<file path="src/rtl/cdb_arbiter.sv">
// Common data bus arbiter: three result FIFOs (ex0, ex1, ld) drained round-robin onto a registered CDB.
// Latency: a push sampled at edge E0 is broadcast on the CDB after edge E1 (2 edges, no bypass).
// Backpressure: *_nex_ava drops while a FIFO is full; rdy low freezes everything; flush empties all FIFOs.
module cdb_arbiter #(
   parameter int DEPTH = 2
) (
   input  logic        clk,
   input  logic        rst,
   input  logic        rdy,
   input  logic        jump_wrong_stall,
   input  logic        ex0_flag,
   input  logic [31:0] ex0_val,
   input  logic [31:0] ex0_rob_id,
   input  logic [31:0] ex0_rel_pc,
   output logic        ex0_nex_ava,
   input  logic        ex1_flag,
   input  logic [31:0] ex1_val,
   input  logic [31:0] ex1_rob_id,
   input  logic [31:0] ex1_rel_pc,
   output logic        ex1_nex_ava,
   input  logic        ld_flag,
   input  logic [31:0] ld_val,
   input  logic [31:0] ld_rob_id,
   output logic        ld_nex_ava,
   output logic        cdb_flag,
   output logic [31:0] cdb_val,
   output logic [31:0] cdb_rob_id,
   output logic [31:0] cdb_rel_pc,
   output logic        cdb_is_ld
);

   localparam int          PW     = $clog2(DEPTH);
   localparam logic [PW:0] L_FULL = (PW + 1)'(DEPTH);

   // Per-source storage and pointers, source index 0 = ex0, 1 = ex1, 2 = ld.
   logic [31:0]   r_val [3][DEPTH];
   logic [31:0]   r_rob [3][DEPTH];
   logic [31:0]   r_pc  [3][DEPTH];
   logic [PW-1:0] r_head [3];
   logic [PW-1:0] r_tail [3];
   logic [PW:0]   r_cnt  [3];
   logic [1:0]    r_last;

   logic          r_cdb_flag;
   logic [31:0]   r_cdb_val;
   logic [31:0]   r_cdb_rob;
   logic [31:0]   r_cdb_pc;
   logic          r_cdb_is_ld;

   logic [2:0]    w_in_flag;
   logic [31:0]   w_in_val [3];
   logic [31:0]   w_in_rob [3];
   logic [31:0]   w_in_pc  [3];
   logic [2:0]    w_ava;
   logic [2:0]    w_nempty;
   logic [2:0]    w_push;
   logic [2:0]    w_pop;
   logic [1:0]    w_o0, w_o1, w_o2;
   logic [1:0]    w_win;
   logic          w_win_vld;
   logic [31:0]   w_sel_val;
   logic [31:0]   w_sel_rob;
   logic [31:0]   w_sel_pc;
   logic          w_flush;

   assign w_flush = rdy & jump_wrong_stall;

   // Gather the three producer interfaces into indexable form; loads carry no PC.
   always_comb begin
      w_in_flag   = {ld_flag, ex1_flag, ex0_flag};
      w_in_val[0] = ex0_val;
      w_in_val[1] = ex1_val;
      w_in_val[2] = ld_val;
      w_in_rob[0] = ex0_rob_id;
      w_in_rob[1] = ex1_rob_id;
      w_in_rob[2] = ld_rob_id;
      w_in_pc[0]  = ex0_rel_pc;
      w_in_pc[1]  = ex1_rel_pc;
      w_in_pc[2]  = '0;
   end

   // Occupancy flags and accepted pushes; availability ignores this cycle's pop.
   always_comb begin
      w_ava    = '0;
      w_nempty = '0;
      w_push   = '0;
      for (int i = 0; i < 3; i++) begin
         w_ava[i]    = (r_cnt[i] != L_FULL);
         w_nempty[i] = (r_cnt[i] != '0);
         w_push[i]   = rdy & ~jump_wrong_stall & w_in_flag[i] & w_ava[i];
      end
   end

   // Round-robin pick: try last+1, then last+2, then last itself.
   always_comb begin
      w_o0 = 2'd0;
      w_o1 = 2'd1;
      w_o2 = 2'd2;
      case (r_last)
         2'd0:    begin w_o0 = 2'd1; w_o1 = 2'd2; w_o2 = 2'd0; end
         2'd1:    begin w_o0 = 2'd2; w_o1 = 2'd0; w_o2 = 2'd1; end
         default: ;
      endcase
      w_win_vld = |w_nempty;
      w_win     = r_last;
      if (w_nempty[w_o0])      w_win = w_o0;
      else if (w_nempty[w_o1]) w_win = w_o1;
      else if (w_nempty[w_o2]) w_win = w_o2;
      w_pop = (rdy & ~jump_wrong_stall & w_win_vld) ? (3'b001 << w_win) : 3'b000;
   end

   // Head entry of the winning FIFO, ready to be registered onto the CDB.
   always_comb begin
      w_sel_val = '0;
      w_sel_rob = '0;
      w_sel_pc  = '0;
      case (w_win)
         2'd0:    begin w_sel_val = r_val[0][r_head[0]]; w_sel_rob = r_rob[0][r_head[0]]; w_sel_pc = r_pc[0][r_head[0]]; end
         2'd1:    begin w_sel_val = r_val[1][r_head[1]]; w_sel_rob = r_rob[1][r_head[1]]; w_sel_pc = r_pc[1][r_head[1]]; end
         default: begin w_sel_val = r_val[2][r_head[2]]; w_sel_rob = r_rob[2][r_head[2]]; w_sel_pc = '0; end
      endcase
   end

   // Entry storage: write at the tail on an accepted push (contents need no reset).
   always_ff @(posedge clk) begin
      for (int i = 0; i < 3; i++) begin
         if (w_push[i]) begin
            r_val[i][r_tail[i]] <= w_in_val[i];
            r_rob[i][r_tail[i]] <= w_in_rob[i];
            r_pc[i][r_tail[i]]  <= w_in_pc[i];
         end
      end
   end

   // Pointers, counts and last grant; reset and flush both empty every FIFO.
   always_ff @(posedge clk) begin
      if (rst || w_flush) begin
         for (int i = 0; i < 3; i++) begin
            r_head[i] <= '0;
            r_tail[i] <= '0;
            r_cnt[i]  <= '0;
         end
         r_last <= 2'd2;
      end else if (rdy) begin
         for (int i = 0; i < 3; i++) begin
            if (w_push[i]) r_tail[i] <= r_tail[i] + 1'b1;
            if (w_pop[i])  r_head[i] <= r_head[i] + 1'b1;
            r_cnt[i] <= r_cnt[i] + {{PW{1'b0}}, w_push[i]} - {{PW{1'b0}}, w_pop[i]};
         end
         if (w_win_vld) r_last <= w_win;
      end
   end

   // Registered CDB broadcast; fields hold when there is nothing to send.
   always_ff @(posedge clk) begin
      if (rst) begin
         r_cdb_flag  <= 1'b0;
         r_cdb_val   <= '0;
         r_cdb_rob   <= '0;
         r_cdb_pc    <= '0;
         r_cdb_is_ld <= 1'b0;
      end else if (rdy) begin
         if (jump_wrong_stall) begin
            r_cdb_flag <= 1'b0;
         end else if (w_win_vld) begin
            r_cdb_flag  <= 1'b1;
            r_cdb_val   <= w_sel_val;
            r_cdb_rob   <= w_sel_rob;
            r_cdb_pc    <= (w_win == 2'd2) ? 32'd0 : w_sel_pc;
            r_cdb_is_ld <= (w_win == 2'd2);
         end else begin
            r_cdb_flag <= 1'b0;
         end
      end
   end

   assign ex0_nex_ava = w_ava[0];
   assign ex1_nex_ava = w_ava[1];
   assign ld_nex_ava  = w_ava[2];
   assign cdb_flag    = r_cdb_flag;
   assign cdb_val     = r_cdb_val;
   assign cdb_rob_id  = r_cdb_rob;
   assign cdb_rel_pc  = r_cdb_pc;
   assign cdb_is_ld   = r_cdb_is_ld;

endmodule
</file>
<file path="config.mk">
export PLATFORM = sky130hd
export DESIGN_NAME = cdb_arbiter
export DESIGN_NICKNAME = d
export VERILOG_FILES = /design/src/rtl/cdb_arbiter.sv
export SDC_FILE = /design/constraint.sdc
export NUM_CORES = 1
export LEC_CHECK = 0
export ABC_AREA = 1
export CAP_MARGIN = 20
export CORE_AREA = 2 2 178 249
export CTS_BUF_LIST = sky130_fd_sc_hd__clkbuf_16
export DETAILED_ROUTE_END_ITERATION = 8
export DIE_AREA = 0 0 180 251
export PLACE_DENSITY = 0.89
export SYNTH_ARGS = -nofsm -noshare
export SYNTH_HDL_FRONTEND = slang
export SYNTH_SLANG_ARGS = --single-unit
</file>
<file path="constraint.sdc">
create_clock -name clk -period 10.2 [get_ports clk]
set_input_delay 1.53 -clock clk [delete_from_list [all_inputs] [get_ports clk]]
set_output_delay 1.53 -clock clk [all_outputs]
set_load 0.05 [all_outputs]
</file>
==> flow_metrics.tcl <==
set metrics [dict create \
    outcome "finished, final reports clean" \
    yosys_warnings 0 \
    clockRootBuffer "clkbuf_16" \
    syn_to_final_growth_pct 24.27 \
    crit_fanout 70 \
    place_inst 2976 \
    grt_util_met2_pct 52.13 \
    io_pins 364 \
    htree_levels 2 \
    startpoint_type "input pin" \
    yosysMostFrequentCell "nand2_1" \
    hold_violations 0 \
    cts-buffers-inserted 56 \
    final_nets 2753 \
    cp_common_cell "inv_1" \
    async_reset_ff_share_pct 0 \
    grt-busiest-layer "met2" \
    synth_cells 2145 \
    fp.dieW_um 180 \
    period_share_pct 51.36 \
    placed_area_um2 28690 \
    cts_hold_buf 0 \
    dieHeight_um 251 \
    netlist_top_cells_count "nand2_1 (794), edfxtp_1 (524), nand3_1 (179)" \
    setup_viol 0 \
    syn-mean-instance-area_um2 11.46 \
    grt_max_degree 74 \
    cts.clk_slew.worst_paths_ps 60 \
    synth_flop_cell "edfxtp_1" \
    timing.final.ws_setup_ps 4962 \
    clk_latency_ps 590 \
    p_total_mw 5.709 \
    place_ws_ps 4444 \
    ys_types 27 \
    cpMaxStageDelayCell "nand2_4" \
    cpLargestDelayFamily "buffers and inverters" \
    finalWirelength_um 68740 \
    row_count 90 \
    max_stage_delay_ps 550 \
    final_layout_size_suffix_gt1_share_pct 7.072 \
    drc_errors 0 \
    ys_ff_latch 624 \
    cts_tree "built" \
    die_area_um2 45180 \
    cts-resized-gates 0 \
    max_freq_ghz 0.1909 \
    rsz0062_at_grt "no" \
    required_ps 10640 \
    crit_chain "clkdlybuf4s50_1 > inv_1 > nor2_1 > nand2_4 > buf_4 > inv_2 > buf_4 > nand3_1 > inv_1 > ha_1 > inv_1 > ha_1 > xnor2_1 > or2_2 > a21oi_1" \
    finalCriticalPeriod_ps 5238 \
    dp.final_hpwl_um 41750 \
    routedWlPerCell_um 22.14 \
    layoutNonFillerInstCount 3104 \
    grt_usage_pct 29.99 \
    via_count 17755 \
    finClkSkew_ps 14.36 \
    critPathArrivalTime_ps 5680 \
    antenna_left 0 \
    use_met3_pct 5.432 \
    tns_ps 0 \
    gp_congestion 0.8762 \
    syn_nets 2414 \
    synth_area_um2 24590 \
    yosys.area.top_type "edfxtp_1" \
    firstDrtPassIters 6 \
    grt_pass1_wl_um 103100 \
    vdd_ir_drop_max_mv 0.2117 \
    core_um2 42900 \
    crit_path_end_kind "flop" \
    synthTopCellsByArea "edfxtp_1 (64%), nand2_1 (12%), dfxtp_1 (8.1%), nand3_1 (3.6%), mux2_2 (2.2%)" \
    p_leak_nw 11.99 \
    synth_top_area_share_pct 63.99 \
    antenna_found_initial 21 \
    port-buffer-count 363 \
    post_cts_buffers 0 \
    powerDensity_nw_per_um2 186.8 \
    min_path_type "reg2reg" \
    grt-ovfl-total 0 \
    via_per_inst 5.720 \
    slew_headroom_pct 35.47 \
    finalInstanceArea_um2 30560 \
    synth-edff-count 524 \
    cp_num_buf_inv 7 \
    path_class "in2reg" \
    clock_sinks 624 \
    ys_seq_area_share_pct 72.13 \
    gr-usage-met1_pct 34.28 \
    fin_util_pct 71.23 \
    grt_pass1_vias 18390 \
    hold_ws_ps 464.1 \
    drtIter0Drc 1668 \
    max_cap_viol_count 0 \
    initial_core_util_pct 57.32 \
    clock_path_buffers 3 \
    tightestPinTransition_ps 968.0 \
    finalMaxSlewViolations 0 \
]
-- power by group --
part	leakage [nW]	internal (mW)	switching, mW
registers	5.59	2.85	0.0386
clock network	0.903	1.11	0.917
logic	5.49	0.270	0.530
-- tightest hold or removal path, cell delays in order, from the launching register on --
cell	delay (ps)
dfxtp_1	310
nand2_1	60
a21oi_1	50
-- path summary, 6_finish.rpt --
path / start / endpoint / slack, ps / cells after the start
worst max-delay path: rdy / r_cnt[0][5]$_SDFFCE_PN0P_ / 4960 / 15
worst min-delay path: cdb_rob_id[22]$_SDFFE_PP0P_ / cdb_rob_id[22]$_SDFFE_PP0P_ / 460 / 2
worst max register to register: r_cnt[0][5]$_SDFFCE_PN0P_ / r_cnt[0][5]$_SDFFCE_PN0P_ / 5830 / 14
worst min register to register: cdb_rob_id[22]$_SDFFE_PP0P_ / cdb_rob_id[22]$_SDFFE_PP0P_ / 460 / 2
-- final cells by class --
cell class | count | area [um2]
sequential | 624 | 17740
fill | 2711 | 12340
multi-input combinational | 1299 | 6022
timing repair buffer | 390 | 3871
clock buffer | 58 | 1451
tap | 552 | 690.7
inverter | 113 | 426.7
clock inverter | 47 | 307.8
antenna | 21 | 52.55
-- routing by layer --
| layer | vias to the layer above | routed length, um | part of all wire (%) |
|---|---|---|---|
| met1 | 8460 | 23470 | 34 |
| met2 | 1121 | 34800 | 51 |
| met3 | 271 | 6077 | 8.8 |
| met5 | - | 13 | 0.019 |
| met4 | 2 | 4381 | 6.4 |
| li1 | 7901 | - | - |
-- sequential cells by signal (all words and copies together) (netlist names) --
signal,flops
cdb_val,32
cdb_rel_pc,32
r_cnt,6
r_head,3
r_pc,128
r_tail,3
r_rob,192
cdb_is_ld,1
cdb_flag,1
r_last,2
cdb_rob_id,32
r_val,192
-- layout by cell type (no fill, tap or decap), types with 2 or more instances in the layout --
master / count
clkdlybuf4s50_1: 362
buf_4: 25
buf_16: 2
ha_1: 6
mux2i_1: 39
inv_1: 120
nor2_4: 8
bufinv_16: 3
clkinv_1: 15
a21oi_1: 79
xnor2_1: 3
nand2_2: 3
nand3_1: 179
clkinvlp_4: 3
nor2_1: 123
clkbuf_16: 58
nand2_1: 792
o21ai_0: 7
inv_2: 2
dfxtp_1: 100
inv_6: 2
diode_2: 21
nor2_2: 3
clkinv_2: 13
edfxtp_1: 524
nand2_4: 2
mux2_2: 49
-- kinds of logic (layout without fill, tap and decap cells) --
kind of cell	after synthesis	after routing	synth area share, %
flip-flops	624	624	72.13
buffers and inverters	222	608	3.684
AND/OR/NAND/NOR	1112	1112	18.06
adder cells (fa/ha/maj)	6	6	0.3053
multiplexers	88	88	3.831
XOR/XNOR	3	3	0.1069
other	0	21	0
AO/OA/AOI/OAI	90	90	1.883
No activity file was read; power rests on OpenSTA's default activity.
